### src/rtl/aoram_pkg.sv
// Shared types and helpers for the banked always-on RAM front end.
package aoram_pkg;

  typedef enum logic [1:0] {AWAKE, SLEEP, WAKING} aoram_bank_st_e;

  typedef enum logic [1:0] {Z_IDLE, Z_WAKE, Z_WALK} aoram_zero_st_e;

  function automatic int bsw(input int nb);
    return $clog2(nb);
  endfunction

endpackage

### src/rtl/aoram_banked_ctrl_if.sv
// Request/response bus between the SRAM controller master port and the AO RAM front end.
interface aoram_banked_ctrl_if #(
  parameter int AW  = 11,
  parameter int DW0 = 36,
  parameter int BC  = 4
);
  logic           req_cs;
  logic [AW-1:0]  req_addr;
  logic [BC-1:0]  req_wr;
  logic [DW0-1:0] req_wdata;
  logic           req_ready;
  logic           rsp_valid;
  logic [DW0-1:0] rsp_rdata;

  modport master (
    output req_cs, req_addr, req_wr, req_wdata,
    input  req_ready, rsp_valid, rsp_rdata
  );

  modport slave (
    input  req_cs, req_addr, req_wr, req_wdata,
    output req_ready, rsp_valid, rsp_rdata
  );
endinterface

### src/rtl/aoram_bank_pwr.sv
// Per-bank sleep/retention sequencer: AWAKE -> SLEEP -> WAKING -> AWAKE with a wake delay counter.
module aoram_bank_pwr import aoram_pkg::*; #(
  parameter int WAKECYC = 4
) (
  input  logic           clk,
  input  logic           reset,
  input  logic           sleep_req,
  input  logic           access,
  input  logic           force_wake,
  output aoram_bank_st_e state,
  output logic           ret
);
  localparam int CW = $clog2(WAKECYC + 1);
  localparam logic [CW-1:0] WAKE_LOAD = CW'(WAKECYC);

  aoram_bank_st_e state_reg;
  logic [CW-1:0]  cnt_reg;
  logic           ret_reg;

  always_ff @(posedge clk) begin
    if (reset) begin
      state_reg <= AWAKE;
      cnt_reg   <= '0;
      ret_reg   <= 1'b0;
    end else begin
      case (state_reg)
        AWAKE: if (sleep_req && !access && !force_wake) begin
          state_reg <= SLEEP;
          ret_reg   <= 1'b1;
        end
        SLEEP: if (!sleep_req || access || force_wake) begin
          state_reg <= WAKING;
          ret_reg   <= 1'b0;
          cnt_reg   <= WAKE_LOAD;
        end
        // A sleep request while waking is ignored; the bank re-sleeps from AWAKE.
        WAKING: begin
          cnt_reg <= cnt_reg - 1'b1;
          if (cnt_reg == CW'(1)) state_reg <= AWAKE;
        end
        default: state_reg <= AWAKE;
      endcase
    end
  end

  assign state = state_reg;
  assign ret   = ret_reg;
endmodule

### src/rtl/aoram_banked_ctrl.sv
// Banked AO SRAM front end: bank decode, byte-lane writes, per-bank power sequencing, zeroize engine.
module aoram_banked_ctrl import aoram_pkg::*; #(
  parameter int NB          = 2,
  parameter int AW          = 11,
  parameter int DW          = 32,
  parameter int PW          = 4,
  parameter int BW          = 9,
  parameter int WAKECYC     = 4,
  parameter int ZERO_ON_RST = 1,
  localparam int BSW = bsw(NB),
  localparam int AW0 = AW - BSW,
  localparam int DW0 = DW + PW,
  localparam int BC  = DW0 / BW
) (
  input  logic                   clk,
  input  logic                   reset,
  input  logic                   cmsatpg,
  aoram_banked_ctrl_if.slave     bus,
  input  logic [NB-1:0]          bank_sleep_req,
  output logic [NB-1:0]          bank_awake,
  input  logic                   zero_start,
  output logic                   zero_busy,
  output logic [NB-1:0]          ram_clken,
  output logic [NB-1:0]          ram_cen,
  output logic [NB-1:0]          ram_gwen,
  output logic [BC*BW-1:0]       ram_wen,
  output logic [NB-1:0]          ram_ret,
  output logic [AW0-1:0]         ram_a,
  output logic [DW0-1:0]         ram_d,
  input  logic [NB*DW0-1:0]      ram_q
);
  genvar gi;

  logic [BSW-1:0]  sel;
  logic [AW0-1:0]  local_addr;
  logic [NB-1:0]   bank_hit;
  logic [BC*BW-1:0] lane_wen;
  aoram_bank_st_e  bank_st [NB];

  aoram_zero_st_e  z_st_reg;
  logic [AW0-1:0]  z_addr_reg;
  logic            first_reg;
  logic            rsp_valid_reg;
  logic [BSW-1:0]  sel_reg;

  logic zero_go, walk, accept, is_write, all_awake;

  assign sel        = bus.req_addr[AW-1:AW0];
  assign local_addr = bus.req_addr[AW0-1:0];
  assign all_awake  = &bank_awake;
  assign zero_busy  = (z_st_reg != Z_IDLE);
  assign walk       = (z_st_reg == Z_WALK);
  // The auto-start cycle after reset behaves exactly like a zero_start pulse.
  assign zero_go    = (z_st_reg == Z_IDLE) && (zero_start || ((ZERO_ON_RST != 0) && first_reg));
  assign is_write   = |bus.req_wr;

  assign bus.req_ready = !reset && bank_awake[sel] && !zero_busy && !zero_go;
  assign accept        = bus.req_cs && bus.req_ready;

  for (gi = 0; gi < NB; gi++) begin : g_bank
    aoram_bank_pwr #(.WAKECYC(WAKECYC)) u_pwr (
      .clk        (clk),
      .reset      (reset),
      .sleep_req  (bank_sleep_req[gi]),
      .access     (bus.req_cs && (sel == BSW'(gi))),
      .force_wake (zero_busy || zero_go),
      .state      (bank_st[gi]),
      .ret        (ram_ret[gi])
    );
    assign bank_awake[gi] = (bank_st[gi] == AWAKE);
    assign bank_hit[gi]   = accept && (sel == BSW'(gi));
  end

  for (gi = 0; gi < BC; gi++) begin : g_lane
    assign lane_wen[gi*BW +: BW] = {BW{~bus.req_wr[gi]}};
  end

  always_comb begin
    ram_cen   = '1;
    ram_gwen  = '1;
    ram_wen   = '1;
    ram_a     = '0;
    ram_d     = '0;
    ram_clken = '0;
    if (walk) begin
      ram_cen   = '0;
      ram_gwen  = '0;
      ram_wen   = '0;
      ram_a     = z_addr_reg;
      ram_clken = '1;
    end else if (accept) begin
      ram_cen   = ~bank_hit;
      ram_clken = bank_hit;
      ram_a     = local_addr;
      if (is_write) begin
        ram_gwen = ~bank_hit;
        ram_wen  = lane_wen;
        ram_d    = bus.req_wdata;
      end
    end
    if (cmsatpg) ram_clken = '1;
  end

  always_ff @(posedge clk) begin
    if (reset) begin
      z_st_reg      <= Z_IDLE;
      z_addr_reg    <= '0;
      first_reg     <= 1'b1;
      rsp_valid_reg <= 1'b0;
      sel_reg       <= '0;
    end else begin
      first_reg     <= 1'b0;
      rsp_valid_reg <= accept && !is_write;
      if (accept && !is_write) sel_reg <= sel;
      case (z_st_reg)
        Z_IDLE: if (zero_go) z_st_reg <= all_awake ? Z_WALK : Z_WAKE;
        Z_WAKE: if (all_awake) z_st_reg <= Z_WALK;
        Z_WALK: begin
          z_addr_reg <= z_addr_reg + 1'b1;
          if (&z_addr_reg) z_st_reg <= Z_IDLE;
        end
        default: z_st_reg <= Z_IDLE;
      endcase
    end
  end

  assign bus.rsp_valid = rsp_valid_reg;
  assign bus.rsp_rdata = rsp_valid_reg ? ram_q[sel_reg*DW0 +: DW0] : '0;
endmodule

### src/flat_wrapper.sv
// flat-port wrapper written by rule: the top's interface ports become plain ports
module aoram_banked_ctrl_flat import aoram_pkg::*;
#(
  parameter int NB          = 2,
  parameter int AW          = 11,
  parameter int DW          = 32,
  parameter int PW          = 4,
  parameter int BW          = 9,
  parameter int WAKECYC     = 4,
  parameter int ZERO_ON_RST = 1,
  localparam int BSW = bsw(NB),
  localparam int AW0 = AW - BSW,
  localparam int DW0 = DW + PW,
  localparam int BC  = DW0 / BW
)
  (clk, reset, cmsatpg, bank_sleep_req, bank_awake, zero_start, zero_busy, ram_clken, ram_cen, ram_gwen, ram_wen, ram_ret, ram_a, ram_d, ram_q, bus_req_cs, bus_req_addr, bus_req_wr, bus_req_wdata, bus_req_ready, bus_rsp_valid, bus_rsp_rdata);
  aoram_banked_ctrl_if #(.AW(AW), .DW0(DW0), .BC(BC)) bus_i ();
  input  logic clk;
  input  logic reset;
  input  logic cmsatpg;
  input  logic [NB-1:0] bank_sleep_req;
  output logic [NB-1:0] bank_awake;
  input  logic zero_start;
  output logic zero_busy;
  output logic [NB-1:0] ram_clken;
  output logic [NB-1:0] ram_cen;
  output logic [NB-1:0] ram_gwen;
  output logic [BC*BW-1:0] ram_wen;
  output logic [NB-1:0] ram_ret;
  output logic [AW0-1:0] ram_a;
  output logic [DW0-1:0] ram_d;
  input  logic [NB*DW0-1:0] ram_q;
  input wire logic [$bits(bus_i.req_cs)-1:0] bus_req_cs;
  input wire logic [$bits(bus_i.req_addr)-1:0] bus_req_addr;
  input wire logic [$bits(bus_i.req_wr)-1:0] bus_req_wr;
  input wire logic [$bits(bus_i.req_wdata)-1:0] bus_req_wdata;
  output wire logic [$bits(bus_i.req_ready)-1:0] bus_req_ready;
  output wire logic [$bits(bus_i.rsp_valid)-1:0] bus_rsp_valid;
  output wire logic [$bits(bus_i.rsp_rdata)-1:0] bus_rsp_rdata;
  assign bus_i.req_cs = bus_req_cs;
  assign bus_i.req_addr = bus_req_addr;
  assign bus_i.req_wr = bus_req_wr;
  assign bus_i.req_wdata = bus_req_wdata;
  assign bus_req_ready = bus_i.req_ready;
  assign bus_rsp_valid = bus_i.rsp_valid;
  assign bus_rsp_rdata = bus_i.rsp_rdata;
  aoram_banked_ctrl #(.NB(NB), .AW(AW), .DW(DW), .PW(PW), .BW(BW), .WAKECYC(WAKECYC), .ZERO_ON_RST(ZERO_ON_RST)) u_core (.clk(clk), .reset(reset), .cmsatpg(cmsatpg), .bus(bus_i), .bank_sleep_req(bank_sleep_req), .bank_awake(bank_awake), .zero_start(zero_start), .zero_busy(zero_busy), .ram_clken(ram_clken), .ram_cen(ram_cen), .ram_gwen(ram_gwen), .ram_wen(ram_wen), .ram_ret(ram_ret), .ram_a(ram_a), .ram_d(ram_d), .ram_q(ram_q));
endmodule
### config.mk
export PLATFORM = sky130hd
export DESIGN_NAME = aoram_banked_ctrl_flat
export DESIGN_NICKNAME = d
export VERILOG_FILES = /design/src/rtl/aoram_pkg.sv /design/src/rtl/aoram_banked_ctrl_if.sv /design/src/rtl/aoram_bank_pwr.sv /design/src/rtl/aoram_banked_ctrl.sv /design/src/flat_wrapper.sv
export SDC_FILE = /design/constraint.sdc
export NUM_CORES = 1
export LEC_CHECK = 0
export ABC_AREA = 1
export CAP_MARGIN = 20
export CORE_AREA = 5 5 98 100
export DETAILED_ROUTE_END_ITERATION = 6
export DIE_AREA = 0 0 103 105
export PLACE_DENSITY = 0.8
export SLEW_MARGIN = 20
export SYNTH_ARGS = -nofsm -noshare
export SYNTH_HDL_FRONTEND = slang
export SYNTH_SLANG_ARGS = --single-unit
### constraint.sdc
create_clock -name clk -period 4 [get_ports clk]
set_input_delay 0.4 -clock clk [delete_from_list [all_inputs] [get_ports clk]]
set_output_delay 0.4 -clock clk [all_outputs]
set_load 0.005 [all_outputs]
; ---- Word-level counts from Yosys, hierarchy flattened
; Cells that the tools add are included.
[word_totals]
out_inout_bits = 131
ff_bits = 27
wordCells = 130
inputBits = 130
[classes]
add_sub_neg = 3
n_eq_ne = 17
bitwise_logic = 6
n_mux = 43
shifts = 1
n_reduce_logical = 47
magnitude_cmp = 1
multipliers = 1
[op_table]
columns = operator, n
row1 = $mux 36, 7
row2 = $shiftx 72x8->36, 1
row3 = $mux 2, 18
row4 = $mux 10, 2
row5 = $pmux 2 s3, 3
row6 = $reduce_and 3->1, 5
row7 = $logic_and 1x1->1, 14
row8 = $pmux 3 s2, 2
row9 = $add 10x1->10 const B, 1
row10 = $ne 2x2->1 const B, 5
row11 = $reduce_and 10->1, 1
row12 = $reduce_bool 2->1, 5
row13 = $logic_not 1->1, 9
row14 = $ne 2x1->1 const B, 4
row15 = $mux 1, 7
row16 = $eq 2x1->1 const B, 3
row17 = $eq 2x2->1 const B, 3
row18 = $eq 3x1->1 const B, 2
row19 = $logic_not 2->1, 3
row20 = $logic_or 1x1->1, 6
row21 = $mux 3, 2
row22 = $reduce_and 2->1, 3
row23 = $sub 3x1->3 const B, 2
row24 = $mul 1x4->5 const B, 1
row25 = other kinds (5), 10

; ---- Longest topological paths before layout
; Gate-level depths: netlist of the first run.
[depth]
ltp_word = 12
depth_mapped = 9

; ---- By module
; A second synthesis of the first run with hierarchy kept.
[hier_totals]
cells_unflattened = 472
hier_area_um2 = 2617.5
[modules_own_cells]
columns = module, instances, cells_each, area_each_um2
row1 = aoram_banked_ctrl, 1, 394, 2059.5
row2 = aoram_bank_pwr, 2, 39, 279.0

; ---- Least setup slack after synthesis of the first run
; No wires, ideal clock.
[synth_path]
kind = input-to-output
from = input reset
to = output ram_wen[10]
required_ns = 3.600
setup_slack_ns = 1.915
path_stages = 7
arrival_time_ns = 1.685
cell_sequence = clkbuf_1 -> nor2_4 -> nand2_4 -> nor2_8 -> buf_2 -> a21oi_1 -> buf_4
[synth_via]
elab_chain_cells = 7
[synth_lines]
columns = item, line
row1 = from (decl), flat_wrapper.sv:19  ; input logic reset;
row2 = $logic_not 1->1, aoram_banked_ctrl.sv:57  ; assign bus.req_ready = !reset && bank_awake[sel] && !zero_busy && !zero_go;
row3 = $logic_and 1x1->1 (3 in series), aoram_banked_ctrl.sv:57
row4 = $logic_and 1x1->1, aoram_banked_ctrl.sv:58  ; assign accept = bus.req_cs && bus.req_ready;
row5 = $mux 36, aoram_banked_ctrl.sv:91  ; end else if (accept) begin
row6 = $mux 36, aoram_banked_ctrl.sv:85  ; if (walk) begin
row7 = to (decl), flat_wrapper.sv:28  ; output logic [BC*BW-1:0] ram_wen;
; Every way passes these cells.

; ---- Final worst setup path of the first run
[layout_path]
from = register u_core.z_st_reg[0]
to = output ram_wen[18]
[layout_via]
elab_chain_cells = 7
[layout_lines]
columns = item, line
row1 = from (decl), aoram_banked_ctrl.sv:40  ; aoram_zero_st_e z_st_reg;
row2 = from (signal assigned), aoram_banked_ctrl.sv:116  ; Z_IDLE: if (zero_go) z_st_reg <= all_awake ? Z_WALK : Z_WAKE;
row3 = $reduce_bool 2->1 / $logic_not 2->1 (equally long branches), "aoram_banked_ctrl.sv:51, aoram_banked_ctrl.sv:54"
row4 = $logic_not 1->1 / $logic_and 1x1->1 (equally long branches), "aoram_banked_ctrl.sv:57, aoram_banked_ctrl.sv:54"
row5 = $logic_and 1x1->1 / $logic_not 1->1 (equally long branches), aoram_banked_ctrl.sv:57
row6 = $logic_and 1x1->1, aoram_banked_ctrl.sv:57
row7 = $logic_and 1x1->1, aoram_banked_ctrl.sv:58
row8 = $mux 36, aoram_banked_ctrl.sv:91
row9 = $mux 36 *, aoram_banked_ctrl.sv:85
; Mark *: on every way between the ends. The rest lies on a longest branch, timed or not.

==> results of run 1 <==
## kinds of logic (layout without fill, tap and decap cells)
| kind of cell | count (synthesis) | count (layout) | synth area share [%] |
|---|---|---|---|
| AOI/OAI and AO/OA | 78 | 78 | 14.9 |
| xor gates and xnor gates | 2 | 2 | 0.667 |
| and+or+nand+nor | 242 | 242 | 42.0 |
| DFF | 27 | 27 | 20.6 |
| adders and majority gates | 5 | 5 | 2.38 |
| buffers and inverters | 98 | 310 | 19.5 |
## layout by cell type (no fill, tap or decap)
master | synthesis | layout
nor2_1 | 113 | 113
ha_1 | 5 | 5
buf_4 | 34 | 3
nor3_1 | 3 | 3
nand3_1 | 11 | 11
inv_2 | 1 | 1
nor3b_2 | 10 | 10
or2_2 | 3 | 3
nor2_2 | 3 | 3
o21ai_1 | 1 | 1
nand2_4 | 1 | 1
nor2_4 | 1 | 1
a21oi_1 | 21 | 21
clkbuf_8 | 0 | 3
nor3b_1 | 7 | 7
inv_4 | 1 | 1
inv_1 | 40 | 40
clkinv_1 | 1 | 1
nor2_8 | 1 | 1
dfxtp_1 | 27 | 27
nand2_2 | 1 | 1
clkinv_2 | 0 | 1
clkdlybuf4s50_1 | 0 | 260
nand4_1 | 3 | 3
nand2_1 | 84 | 84
a31oi_1 | 1 | 1
o21ai_0 | 55 | 55
xor2_1 | 2 | 2
nor3_2 | 1 | 1
## how the worst max path moves through the flow
stage                             from     endpoint  depth (start not counted)
global placement      bus_req_addr[10]   ram_wen[9]                          8
global route        u_core.z_st_reg[0]   ram_wen[9]                          5
detailed placement    bus_req_addr[10]  ram_wen[18]                          8
CTS                 u_core.z_st_reg[0]  ram_wen[18]                          5
floorplan                        reset  ram_wen[10]                          7
finish              u_core.z_st_reg[0]  ram_wen[18]                          5
## layout make-up
cell class | count | area, um^2
fillers | 798 | 3510
repair buffers | 263 | 2630
multi-input cells | 327 | 1570
flip-flops and latches | 27 | 541
inverters | 43 | 164
well taps | 108 | 135
clock buffers | 3 | 41.3
clock inverters | 1 | 5.00
## report_power, final
group	total (mW)	switching [mW]	leakage (nW)	internal (mW)
Clock	0.158	0.0881	0.0255	0.0698
Combinational	0.415	0.154	1.85	0.261
Sequential	0.289	0.00992	0.219	0.279
## synthesized netlist by cell type, types with 2 or more instances
cell type	number
buf_1	4
nor3b_2	10
o21ai_0	55
clkbuf_1	11
nor2_2	3
nor3b_1	7
or2_2	3
nor2_1	113
nand2_1	84
nand3_1	11
nor3_1	3
xor2_1	2
buf_2	5
buf_4	34
ha_1	5
nand4_1	3
a21oi_1	21
inv_1	40
dfxtp_1	27
## tightest hold or removal path: stages (launching register included)
cell	delay, ps
dfxtp_1	340
a21oi_1	40
nor2_1	70
## metrics by stage
stage	power [mW]	util [%]	instance area [um^2]	setup slack [ps]	cells
detailed placement	0.710	58.6	5040	844	768
CTS	0.868	59.2	5080	713	772
floorplan	0.472	-	2630	1910	452
global route	0.905	59.2	5080	380	772
global placement	0.702	58.6	5040	947	768
finish	0.862	59.2	5080	697	772
## per-layer routing
metal  GRT usage (%)  wire [um]
met1            24.5       4670
met2            39.6       6550
met3            4.33       1070
met5               0          0
met4            2.13         80
==> results_dict.tcl, run 1 <==
set metrics [dict create \
    run_status "finished, final reports clean" \
    cts.sinks 27 \
    synth-edff-count 0 \
    hold_viol 0 \
    clock_skew_ps 10.1 \
    first_iter_violations 182 \
    ios 261 \
    holdPathStages 2 \
    powerDensity_nw_per_um2 169 \
    largest_reg_flops 10 \
    synth_nets 587 \
    holdCritPathClass "reg2reg" \
    max_freq_mhz 303 \
    first_global_vias 3526 \
    cts_root_buf "clkbuf_8" \
    cp_slowest_stage_delay_ps 790 \
    syn_area_um2 2630 \
    final_max_slew_viol_count 0 \
    synth_area_leaders "dfxtp_1, nor2_1, nand2_1" \
    syn-mean-instance-area_um2 5.81 \
    async_flop_share_pct 0 \
    area_growth_pct 93.6 \
    drt_wl_total_um 12400 \
    tightest_slew_ps 929 \
    min_from "u_core.g_bank[0].u_pwr.ret" \
    die_y_um 105 \
    via_count 3612 \
    n_antenna_cell 0 \
    rsz0062_at_grt "false" \
    die-area_um2 10800 \
    synth_cells 452 \
    cp_slowest_cell "a21oi_1" \
    reg2reg_depth 6 \
    fin_crit_ps 3300 \
    dp_hpwl_um 10300 \
    grt_pass1_wl_um 18300 \
    postCtsHoldBufs 0 \
    start_util_pct 30.6 \
    yosys_most_used_dff "dfxtp_1" \
    wl_per_cell_um 16.0 \
    maxCapViolCount 0 \
    synth.distinct_cells 30 \
    postCtsSetupRepairBufs 0 \
    end_kind "output pin" \
    grt_max_degree 38 \
    grtUsageTotal_pct 20.9 \
    antenna_found_initial 0 \
    cts_buffer_depth 2 \
    via_per_inst 4.68 \
    layout-drive-gt1-share_pct 4.52 \
    finalCritPeriodShare_pct 82.6 \
    hold-worst-slack_ps 485 \
    fp.dieW_um 103 \
    ant_nets 0 \
    synth-seq-cells 27 \
    r2r_slack_ps 2210 \
    synth_top_area_share_pct 20.6 \
    worstPathCellList "inv_1 > nand2_1 > inv_1 > a21oi_1 > clkdlybuf4s50_1" \
    setup_viol 0 \
    crit_type "reg2out" \
    htreeDepth 1 \
    hold_end "u_core.g_bank[0].u_pwr.ret" \
    post_cts_resized 0 \
    path_clk_slew_ps 90 \
    ys.warnings.count 0 \
    crit_path_start_kind "flop" \
    gr-total-overflow 0 \
    core-area_um2 8590 \
    num-nets-final 800 \
    path_max_fanout 18 \
    crit_top_cell "inv_1" \
    finalSetupTns_ps 0 \
    maxSlewHeadroom_pct 38.0 \
    cts_buffers 3 \
    firstDrtPassIters 5 \
    cp_num_buf_inv 3 \
    row_count 34 \
    max-vdd-ir-drop_v 0.000116 \
    r2r-start "u_core.z_st_reg[1]" \
    worstPathRequired_ps 3600 \
    clock_latency_ps 280 \
    cts_tree "yes" \
    yosys.area.top_type "dfxtp_1" \
    cp_top_family "buffers and inverters" \
    drc 0 \
    p_leak_nw 2.09 \
    gp_congestion 0.838 \
    io_buffers 260 \
    critPathArrivalTime_ps 2900 \
    r2r-end "u_core.z_addr_reg[6]" \
    yosysSeqAreaShare_pct 20.6 \
]
No activity file was read; power rests on OpenSTA's default activity.
==> inputs of run 2 (changes only) <==
--- a/config.mk
+++ b/config.mk
@@ -7,10 +7,10 @@
 export LEC_CHECK = 0
 export ABC_AREA = 1
 export CAP_MARGIN = 20
-export CORE_AREA = 5 5 98 100
+export CORE_MARGIN = 5
+export CORE_UTILIZATION = 30
 export DETAILED_ROUTE_END_ITERATION = 6
-export DIE_AREA = 0 0 103 105
-export PLACE_DENSITY = 0.8
+export PLACE_DENSITY = 0.78
 export SLEW_MARGIN = 20
 export SYNTH_ARGS = -nofsm -noshare
 export SYNTH_HDL_FRONTEND = slang
==> constraint.sdc (replaced) <==
create_clock -name clk -period 3.37 [get_ports clk]
set_input_delay 0.337 -clock clk [delete_from_list [all_inputs] [get_ports clk]]
set_output_delay 0.337 -clock clk [all_outputs]
set_load 0.005 [all_outputs]
==> run 2 against run 1 <==
Against the previous run: largest power group unchanged; clock-buffer cell count unchanged; highest routed layer unchanged; sequential share of layout area is 0.098 points lower; combinational power increased by 23%; setup slack worse by 340 ps; final area grew 0.93%; critical path type is now in2out; via count increased by 0.61%.
==> results_dict.tcl, run 2 (synthesis results as in run 1) <==
set metrics [dict create \
    cts_root_buf "clkbuf_8" \
    rsz0062_at_grt "false" \
    reg2reg_depth 8 \
    clock_latency_ps 280 \
    grtUsageTotal_pct 21.3 \
    first_iter_violations 162 \
    run_status "finished, final reports clean" \
    gp_congestion 0.899 \
    wl_per_cell_um 15.5 \
    grt_pass1_wl_um 19300 \
    hold_viol 0 \
    final_cell_mix "clkdlybuf4s50_1, nor2_1, nand2_1" \
    dpl_cell_area_um2 5080 \
    num-nets-final 806 \
    final_area_um2 5130 \
    largest_reg_flops 10 \
    area_growth_pct 95.4 \
    end_kind "output pin" \
    powerDensity_nw_per_um2 204 \
    cts_buffer_depth 2 \
    holdPathStages 2 \
    max_freq_mhz 332 \
    firstDrtPassIters 4 \
    layout-drive-gt1-share_pct 5.37 \
    row_count 34 \
    grt_max_degree 38 \
    via_per_inst 4.67 \
    fp.dieW_um 104 \
    critPathArrivalTime_ps 2680 \
    dp_hpwl_um 9940 \
    htreeDepth 1 \
    postCtsSetupRepairBufs 0 \
    n_fill_cell 779 \
    min_from "u_core.g_bank[0].u_pwr.ret" \
    finalSetupTns_ps 0 \
    finalCritPeriodShare_pct 89.4 \
    drt_wl_total_um 12100 \
    setup_viol 0 \
    maxCapViolCount 0 \
    antenna_found_initial 0 \
    core-area_um2 8640 \
    final_max_slew_viol_count 0 \
    gr-total-overflow 0 \
    post_cts_resized 0 \
    p_leak_nw 2.12 \
    cts_buffers 3 \
    crit_type "in2out" \
    r2r-end "u_core.z_st_reg[1]" \
    worstPathRequired_ps 3030 \
    holdCritPathClass "reg2reg" \
    die-area_um2 10700 \
    r2r-start "u_core.z_addr_reg[0]" \
    ios 261 \
    ant_nets 0 \
    path_clk_slew_ps 100 \
    path_max_fanout 9 \
    fin_crit_ps 3010 \
    start_util_pct 30.4 \
    drc 0 \
    cts_tree "yes" \
    n_antenna_cell 0 \
    tightest_slew_ps 959 \
    r2r_slack_ps 1850 \
    io_buffers 260 \
    maxSlewHeadroom_pct 36.1 \
    clock_skew_ps 10.1 \
    layout_commonest_cell "clkdlybuf4s50_1" \
    via_count 3634 \
    cts.sinks 27 \
    postCtsHoldBufs 0 \
    hold_end "u_core.g_bank[0].u_pwr.ret" \
    first_global_vias 3637 \
    die_y_um 104 \
    crit_path_start_kind "primary input" \
    max-vdd-ir-drop_v 0.000175 \
]
run 2: power breakdown:
group,leakage (nW),switching [mW],internal [mW]
Combinational,1.88,0.187,0.322
Clock,0.0217,0.109,0.0843
Sequential,0.219,0.0117,0.331
Total,2.12,0.307,0.737
run 2: cell type report:
type | count | area, um^2 | share of cell area [%]
timing repair buffer | 269 | 2670 | 52.0
sequential | 27 | 541 | 10.5
tap | 108 | 135 | 2.63
inverter | 43 | 164 | 3.19
multi-input combinational | 327 | 1570 | 30.7
clock buffer | 3 | 41.3 | 0.804
clock inverter | 1 | 7.51 | 0.146
run 2: how the worst max path moves through the flow:
stage | from | end | slack (ps) | cells past startpoint
2_1_floorplan | reset | ram_wen[10] | 1410 | 7
3_3_place_gp | bus_req_addr[10] | ram_wen[14] | 370 | 8
3_5_place_dp | bus_req_addr[10] | ram_wen[15] | 340 | 8
4_1_cts | bus_req_addr[10] | ram_wen[15] | 330 | 8
5_1_grt | bus_req_addr[10] | ram_wen[19] | 170 | 9
6_report | bus_req_addr[10] | ram_wen[15] | 360 | 8
run 2: through the flow:
stage	hold slack (ps)	instances	setup slack (ps)	total power, mW	util, %
after global routing	529	778	171	1.11	59.4
after detailed placement	462	774	345	0.860	58.9
after floorplan	365	452	1410	0.560	-
after CTS	485	778	333	1.05	59.4
after global placement	459	774	374	0.853	58.9
final	477	778	356	1.04	59.4
run 2: critical path: stages:
cell and delay [ps]:
clkdlybuf4s50_1 530, inv_1 90, nand2_1 70, nand2_1 90
nand2_4 120, nor2_8 30, a21oi_1 730, clkdlybuf4s50_1 680
run 2: routing by layer:
metal | vias to the layer above | share of wire, % | global-route usage (%)
li1 | 1823 | - | -
met1 | 1630 | 42 | 26.6
met2 | 160 | 49 | 37.5
met3 | 21 | 6.6 | 4.29
met4 | 0 | 2.2 | 4.69
met5 | - | 0 | 0
